## config.mk

```make
export PLATFORM = sky130hd
export DESIGN_NAME = input_controller
export DESIGN_NICKNAME = d
export VERILOG_FILES = /design/src/rtl/chipinvaders_pkg.sv /design/src/rtl/btn_debounce.sv /design/src/rtl/input_controller.sv
export SDC_FILE = /design/constraint.sdc
export NUM_CORES = 1
export LEC_CHECK = 0
export ABC_AREA = 1
export CAP_MARGIN = 20
export CELL_PAD_IN_SITES_DETAIL_PLACEMENT = 0
export CELL_PAD_IN_SITES_GLOBAL_PLACEMENT = 2
export CORE_ASPECT_RATIO = 0.8
export CORE_MARGIN = 5
export CORE_UTILIZATION = 41
export CTS_CLUSTER_SIZE = 24
export DETAILED_ROUTE_END_ITERATION = 16
export GPL_ROUTABILITY_DRIVEN = 0
export PLACE_DENSITY = 0.95
export SYNTH_ARGS = -nofsm -noshare
export SYNTH_HDL_FRONTEND = slang
export SYNTH_HIERARCHICAL = 1
export SYNTH_SLANG_ARGS = --single-unit
```

## constraint.sdc

```tcl
create_clock -name clk -period 2.7 [get_ports clk]
set_clock_uncertainty 0.1 [all_clocks]
set_input_delay 0.27 -clock clk [delete_from_list [all_inputs] [get_ports clk]]
set_output_delay 0.27 -clock clk [all_outputs]
set_load 0.01 [all_outputs]
```

## src/rtl/chipinvaders_pkg.sv

```systemverilog
// Shared types and button indices for the chipinvaders input path.
package chipinvaders_pkg;

  localparam int unsigned NUM_BTN = 4;
  localparam int unsigned BTN_L   = 0;
  localparam int unsigned BTN_R   = 1;
  localparam int unsigned BTN_D   = 2;
  localparam int unsigned BTN_U   = 3;

  typedef struct packed {
    logic pause;
    logic fire;
    logic move_r;
    logic move_l;
  } game_cmd_t;

  typedef enum logic [1:0] {
    RPT_IDLE   = 2'd0,
    RPT_DELAY  = 2'd1,
    RPT_REPEAT = 2'd2
  } fire_rpt_e;

endpackage

```

## src/rtl/btn_debounce.sv

```systemverilog
// One raw button: 2-flop synchroniser, stable-count debouncer, press pulse.
module btn_debounce #(
  parameter int unsigned DEBOUNCE_CYCLES = 250000
) (
  input  logic clk,
  input  logic rst_n,
  input  logic btn,
  output logic level,
  output logic press
);

  localparam int unsigned CW = $clog2(DEBOUNCE_CYCLES + 1);

  logic          sync_1;
  logic          sync_2;
  logic [CW-1:0] cnt;

  always_ff @(posedge clk or negedge rst_n) begin
    if (!rst_n) begin
      sync_1 <= 1'b0;
      sync_2 <= 1'b0;
    end else begin
      sync_1 <= btn;
      sync_2 <= sync_1;
    end
  end

  // Level flips after DEBOUNCE_CYCLES consecutive disagreeing samples; press rides the 0->1 flip.
  always_ff @(posedge clk or negedge rst_n) begin
    if (!rst_n) begin
      cnt   <= '0;
      level <= 1'b0;
      press <= 1'b0;
    end else begin
      press <= 1'b0;
      if (sync_2 == level) begin
        cnt <= '0;
      end else if (cnt == CW'(DEBOUNCE_CYCLES - 1)) begin
        cnt   <= '0;
        level <= sync_2;
        press <= sync_2;
      end else begin
        cnt <= cnt + CW'(1);
      end
    end
  end

endmodule

```

## src/rtl/input_controller.sv

```systemverilog
// Turns debounced buttons into one game command per frame, with fire auto-repeat.
module input_controller
  import chipinvaders_pkg::*;
#(
  parameter int unsigned DEBOUNCE_CYCLES     = 250000,
  parameter int unsigned REPEAT_DELAY_FRAMES = 20,
  parameter int unsigned REPEAT_RATE_FRAMES  = 4
) (
  input  logic       clk,
  input  logic       rst_n,
  input  logic       btn_l,
  input  logic       btn_r,
  input  logic       btn_d,
  input  logic       btn_u,
  input  logic       frame_tick,
  output logic       cmd_valid,
  input  logic       cmd_ready,
  output logic [3:0] cmd,
  output logic [3:0] btn_level
);

  localparam int unsigned RPT_MAX = (REPEAT_DELAY_FRAMES > REPEAT_RATE_FRAMES) ?
                                    REPEAT_DELAY_FRAMES : REPEAT_RATE_FRAMES;
  localparam int unsigned RW      = $clog2(RPT_MAX + 1);

  logic [NUM_BTN-1:0] btn_raw;
  logic [NUM_BTN-1:0] lvl;
  logic [NUM_BTN-1:0] press;

  fire_rpt_e rpt_state, rpt_nxt;
  logic [RW-1:0] rpt_cnt, cnt_nxt, cnt_inc;
  logic          rpt_fire_c;

  game_cmd_t cmd_q;
  logic      fire_acc, pause_acc;
  logic      fire_evt_c, pause_evt_c;
  logic      move_l_c, move_r_c;

  assign btn_raw = {btn_u, btn_d, btn_r, btn_l};

  for (genvar i = 0; i < NUM_BTN; i++) begin : g_btn
    btn_debounce #(
      .DEBOUNCE_CYCLES(DEBOUNCE_CYCLES)
    ) u_deb (
      .clk  (clk),
      .rst_n(rst_n),
      .btn  (btn_raw[i]),
      .level(lvl[i]),
      .press(press[i])
    );
  end

  assign btn_level = lvl;
  assign cmd       = cmd_q;

  always_ff @(posedge clk or negedge rst_n) begin
    if (!rst_n) begin
      rpt_state <= RPT_IDLE;
      rpt_cnt   <= '0;
    end else begin
      rpt_state <= rpt_nxt;
      rpt_cnt   <= cnt_nxt;
    end
  end

  assign cnt_inc = rpt_cnt + RW'(1);

  // Release of fire wins over any repeat emit due in the same cycle.
  always_comb begin
    rpt_nxt    = rpt_state;
    cnt_nxt    = rpt_cnt;
    rpt_fire_c = 1'b0;
    if (!lvl[BTN_D]) begin
      rpt_nxt = RPT_IDLE;
      cnt_nxt = '0;
    end else begin
      case (rpt_state)
        RPT_IDLE: begin
          if (press[BTN_D]) begin
            rpt_nxt = RPT_DELAY;
            cnt_nxt = '0;
          end
        end
        RPT_DELAY: begin
          if (frame_tick) begin
            if (cnt_inc == RW'(REPEAT_DELAY_FRAMES)) begin
              rpt_fire_c = 1'b1;
              rpt_nxt    = RPT_REPEAT;
              cnt_nxt    = '0;
            end else begin
              cnt_nxt = cnt_inc;
            end
          end
        end
        RPT_REPEAT: begin
          if (frame_tick) begin
            if (cnt_inc == RW'(REPEAT_RATE_FRAMES)) begin
              rpt_fire_c = 1'b1;
              cnt_nxt    = '0;
            end else begin
              cnt_nxt = cnt_inc;
            end
          end
        end
        default: begin
          rpt_nxt = RPT_IDLE;
          cnt_nxt = '0;
        end
      endcase
    end
  end

  assign fire_evt_c  = press[BTN_D] | rpt_fire_c;
  assign pause_evt_c = press[BTN_U];
  assign move_l_c    = lvl[BTN_L] & ~lvl[BTN_R];
  assign move_r_c    = lvl[BTN_R] & ~lvl[BTN_L];

  // Fresh load when the slot is free or being accepted; otherwise merge into the pending word.
  always_ff @(posedge clk or negedge rst_n) begin
    if (!rst_n) begin
      cmd_q     <= '0;
      cmd_valid <= 1'b0;
      fire_acc  <= 1'b0;
      pause_acc <= 1'b0;
    end else if (frame_tick && (!cmd_valid || cmd_ready)) begin
      cmd_q.move_l <= move_l_c;
      cmd_q.move_r <= move_r_c;
      cmd_q.fire   <= fire_acc | fire_evt_c;
      cmd_q.pause  <= pause_acc | pause_evt_c;
      cmd_valid    <= 1'b1;
      fire_acc     <= 1'b0;
      pause_acc    <= 1'b0;
    end else if (frame_tick) begin
      cmd_q.move_l <= move_l_c;
      cmd_q.move_r <= move_r_c;
      cmd_q.fire   <= cmd_q.fire | fire_acc | fire_evt_c;
      cmd_q.pause  <= cmd_q.pause | pause_acc | pause_evt_c;
      fire_acc     <= 1'b0;
      pause_acc    <= 1'b0;
    end else begin
      if (cmd_valid && cmd_ready) begin
        cmd_valid <= 1'b0;
      end
      fire_acc  <= fire_acc | fire_evt_c;
      pause_acc <= pause_acc | pause_evt_c;
    end
  end

endmodule

```

Word-level counts from Yosys, hierarchy flattened
Index checks and enable logic that the tools add are counted.
Widths: inputs -> output; s select.
{"block": "word_totals", "register_bits": 100, "wordCells": 118, "inputBits": 8, "out_inout_bits": 9}
{"block": "classes", "eq_ne": 18, "add_sub_neg": 5, "bitwise_logic": 15, "n_mux": 39, "n_reduce_logical": 14}
{"op": "$mux 18", "n": 8}
{"op": "$add 18x1->18 const B", "n": 4}
{"op": "$eq 18x18->1 const B", "n": 4}
{"op": "$mux 5", "n": 6}
{"op": "$mux 1", "n": 16}
{"op": "$pmux 5 s3", "n": 1}
{"op": "$ne 3x3->1 const B", "n": 4}
{"op": "$reduce_and 2->1", "n": 5}
{"op": "$mux 2", "n": 4}
{"op": "$mux 4", "n": 2}
{"op": "$or 1x1->1", "n": 7}
{"op": "$not 1->1", "n": 6}
{"op": "$pmux 2 s3", "n": 1}
{"op": "$add 5x1->5 const B", "n": 1}
{"op": "$eq 5x3->1 const B", "n": 1}
{"op": "$eq 5x5->1 const B", "n": 1}
{"op": "$eq 1x1->1", "n": 4}
{"op": "$reduce_and 4->1", "n": 1}
{"op": "$reduce_bool 2->1", "n": 2}
{"op": "$reduce_and 3->1", "n": 1}
{"op": "$and 1x1->1", "n": 2}
{"op": "$eq 2x1->1 const B", "n": 1}
{"op": "$eq 2x2->1 const B", "n": 1}
{"op": "$logic_and 1x1->1", "n": 2}
{"op": "other kinds (6)", "n": 6}

Depth between registers and ports, before layout
{"block": "depth", "word_depth": 10, "ltp_mapped": 11, "ltp_nobuf": 11}

By module
Netlist, hierarchy kept.
{"mod": "btn_debounce (g_btn[0].u_deb ...)", "cells_per_inst": 138, "seq_area_each_um2": 550.5, "area_per_inst_um2": 1132.3, "n_inst": 3}
{"mod": "btn_debounce (g_btn[1].u_deb)", "cells_per_inst": 136, "seq_area_each_um2": 550.5, "area_per_inst_um2": 1149.9, "n_inst": 1}
{"mod": "input_controller", "cells_per_inst": 101, "seq_area_each_um2": 350.3, "area_per_inst_um2": 792.0, "n_inst": 1}

Worst setup path after synthesis
Ideal clock, no wire load.
{"block": "synth_timing", "kind": "reg2reg", "from": "register rpt_cnt[0]", "to": "register rpt_state[0]", "setup_slack_ps": 1226, "arrival_time_ps": 1249, "n_path_buf": 0, "path_stages_with_launch": 10, "period_less_slack_ps": 1474, "t_required_ps": 2474, "path_cell_list": "dfrtp_1 -> ha_1 -> nand3_1 -> nand2_1 -> nand2_1 -> nand3_1 -> nand2_1 -> nand3_1 -> nand2_1 -> o21ai_0"}
{"block": "synth_between", "elab_chain_cells": 4}
{"item": "from (decl)", "line": "input_controller.sv:31", "rtl": "logic [RW-1:0] rpt_cnt, cnt_nxt, cnt_inc;"}
{"item": "from (signal assigned)", "line": "input_controller.sv:62", "rtl": "rpt_cnt <= cnt_nxt;"}
{"item": "$add 5x1->5", "line": "input_controller.sv:66", "rtl": "assign cnt_inc = rpt_cnt + RW'(1);"}
{"item": "$eq 5x5->1", "line": "input_controller.sv:86", "rtl": "if (cnt_inc == RW'(REPEAT_DELAY_FRAMES)) begin"}
{"item": "$ne 3x3->1 (no source line)"}
{"item": "$reduce_and 4->1 (no source line)"}
{"item": "to (signal assigned)", "line": "input_controller.sv:61", "rtl": "rpt_state <= rpt_nxt;"}
{"item": "to (decl)", "line": "input_controller.sv:30", "rtl": "fire_rpt_e rpt_state, rpt_nxt;"}
Every way passes these cells.
A chain may end at the register's enable or synchronous reset.

Worst setup path in the final report
{"block": "layout_timing", "from": "register g_btn[2].u_deb.level", "to": "output port btn_level[2]"}
{"item": "from (decl)", "line": "btn_debounce.sv:8", "rtl": "output logic level,"}
{"item": "from (signal assigned)", "line": "btn_debounce.sv:40", "rtl": "level <= sync_2;"}
{"item": "to (decl)", "line": "input_controller.sv:19", "rtl": "output logic [3:0] btn_level"}
No word-level cell between the ends.

==> results.json <==
{
  "areaGrowthSynthToFinish_pct": 12.5,
  "hold_class": "reg2reg",
  "start_util_pct": 41.5,
  "max_clock_freq_mhz": 540,
  "vias_per_cell": 4.75,
  "fin_setup_tns_ns": 0,
  "drt_iter0_drc": 257,
  "wl_met1_mm": 4.88,
  "startpoint_type": "flop",
  "worstSkewPairLatency_ns": 0.34,
  "cts_root_buf": "clkbuf_16",
  "path_max_fanout": 9,
  "outcome": "finished clean",
  "r2r_slack_ns": 1.00,
  "h-tree-depth": 3,
  "drcViolationCount": 0,
  "critPathKind": "reg2out",
  "dieArea_mm2": 0.0153,
  "dp_hpwl_mm": 7.35,
  "synthesis.nets": 664,
  "final_nets": 690,
  "ant_nets": 0,
  "worstSetupEndpoint": "btn_level[2]",
  "slowest_stage": "clkdlybuf4s50_1",
  "power_density_mw_per_mm2": 474,
  "rr_startpoint": "rpt_cnt[0]$_DFFE_PN0P_",
  "wl_met2_mm": 4.75,
  "grt_use_total_pct": 14.4,
  "ir_worst_vdd_mv": 0.288,
  "die_x_um": 137,
  "grt_pass1_wl_mm": 18.1,
  "clock_path_buffers": 2,
  "p_leak_nw": 2.62,
  "ys_warn_count": 6,
  "drive_gt1_share_pct": 13.6,
  "critical_path.top_delay_family": "buffers and inverters",
  "top_layer": "met4",
  "cp.required_ns": 2.33,
  "max-cap-violations": 0,
  "period_share_pct": 68.5,
  "grt_pass1_vias": 4022,
  "avgSynthCellArea_um2": 8.16,
  "post-route-util_pct": 46.7,
  "relSlewSlack_pct": 59.3,
  "grt_max_degree": 46,
  "cp.depth": 1,
  "clock_sinks": 100,
  "syn_inst": 647,
  "postRouteWirelength_mm": 9.99,
  "core_area_mm2": 0.0127,
  "slew_viol_final": 0,
  "vias": 4048,
  "path_cells": "clkdlybuf4s50_1",
  "end_kind": "output port",
  "detail_route.wl_per_cell_um": 11.7,
  "hold_depth": 0,
  "cp.buffers_inverters": 1,
  "worstRegToRegCells": 9,
  "setup_viol": 0,
  "min_period_ns": 1.85,
  "tightest_slew_ns": 0.610,
  "first_pass_iters": 5,
  "dieHeight_um": 112,
  "antenna_found_initial": 0,
  "synthesis.area_mm2": 0.00528,
  "postCtsSetupBuffers": 0,
  "io_buffers": 16,
  "n_antenna_cell": 0,
  "grt.overflow.total": 0,
  "dr_wl_met3_um": 243,
  "rows": 37,
  "finalHoldViolations": 0,
  "clk_pin_slew_worst_paths_ns": 0.06,
  "cts_buffers": 9,
  "cts_tree": "done",
  "worstSetupStartpoint": "g_btn[2].u_deb/level$_DFFE_PN0P_",
  "worstPathArrival_ns": 1.48,
  "r2r_end": "rpt_state[0]$_DFFE_PN0P_",
  "rsz0062_at_grt": "no",
  "io_pins": 17,
  "cpPeakStageDelay_ns": 0.63
}
[timing repair]
action | 4_1_cts | 5_1_grt
hold buffers | 1 | 0
resized for setup | 0 | 0
hold endpoints to repair | 43 | 0
[sequential cells by signal, indices dropped and copies added, names as in the netlist]
signal and count:
fire_acc 1, g_btn.u_deb/cnt 72, rpt_cnt 5, g_btn.u_deb/sync_2 4, cmd 4, cmd_valid 1
rpt_state 2, g_btn.u_deb/level 4, g_btn.u_deb/press 2, pause_acc 1, g_btn.u_deb/sync_1 4
[metal layers]
layer	track usage, %	vias to the layer above
li1	-	2089
met4	4.19	0
met3	3.43	10
met5	0	-
met1	19.6	1917
met2	23.0	32
[power breakdown]
group | switching [mW] | leakage (nW) | internal (mW)
registers | 0.0170 | 1.37 | 1.52
clock network | 0.530 | 0.135 | 0.644
logic | 0.0732 | 1.12 | 0.0340
[metrics by stage]
stage                     std cells  setup WS, ns  power (mW)  cell area, um^2  hold WS [ns]
after floorplan                 647          1.23        1.61             5280        -0.126
after global placement          836         0.883        1.67             5660         0.217
after detailed placement        836         0.848        1.67             5660         0.219
after CTS                       853         0.817        2.88             5940         0.253
after global routing            853         0.776        2.95             5940         0.254
final                           853         0.850        2.82             5940         0.255
[how the worst min path moves through the flow]
stage | start | to | slack [ns]
CTS | btn_r | g_btn[1].u_deb/sync_1$_DFF_PN0_ | 0.25
finish | g_btn[2].u_deb/sync_1$_DFF_PN0_ | g_btn[2].u_deb/sync_2$_DFF_PN0_ | 0.25
detailed placement | rst_n | g_btn[0].u_deb/cnt[15]$_DFF_PN0_ | 0.22
global route | btn_r | g_btn[1].u_deb/sync_1$_DFF_PN0_ | 0.25
global placement | rst_n | g_btn[0].u_deb/cnt[15]$_DFF_PN0_ | 0.22
floorplan | rst_n | cmd[0]$_DFFE_PN0P_ | -0.13
[final cells by class]
class                           instances  area [um^2]
Sequential cell                       100         2500
Inverter                               76          288
Fill cell                            1215         6790
Clock inverter                          5         27.5
Timing Repair Buffer                   19          195
Multi-Input combinational cell        467         2460
Clock buffer                           11          243
Tap cell                              175          219
[layout by cell type, fill, tap and decap left out, types with 2 or more instances in the layout]
master           count
a21oi_1             19
a31oi_1              4
buf_4                2
clkbuf_16            9
clkdlybuf4s50_1     15
clkinv_2             4
dfrtp_1            100
ha_1                 9
inv_1               62
inv_2               13
nand2_1            129
nand2_2             24
nand2_4              2
nand3_1             44
nand3_2              4
nand3b_1             6
nand4_1             15
nor2_1             118
nor2_2              12
nor2_4              16
nor3_1              13
nor3b_1              4
o21ai_0              8
xnor2_1             16
xor2_1              20
(Power assumes the default switching activity.)
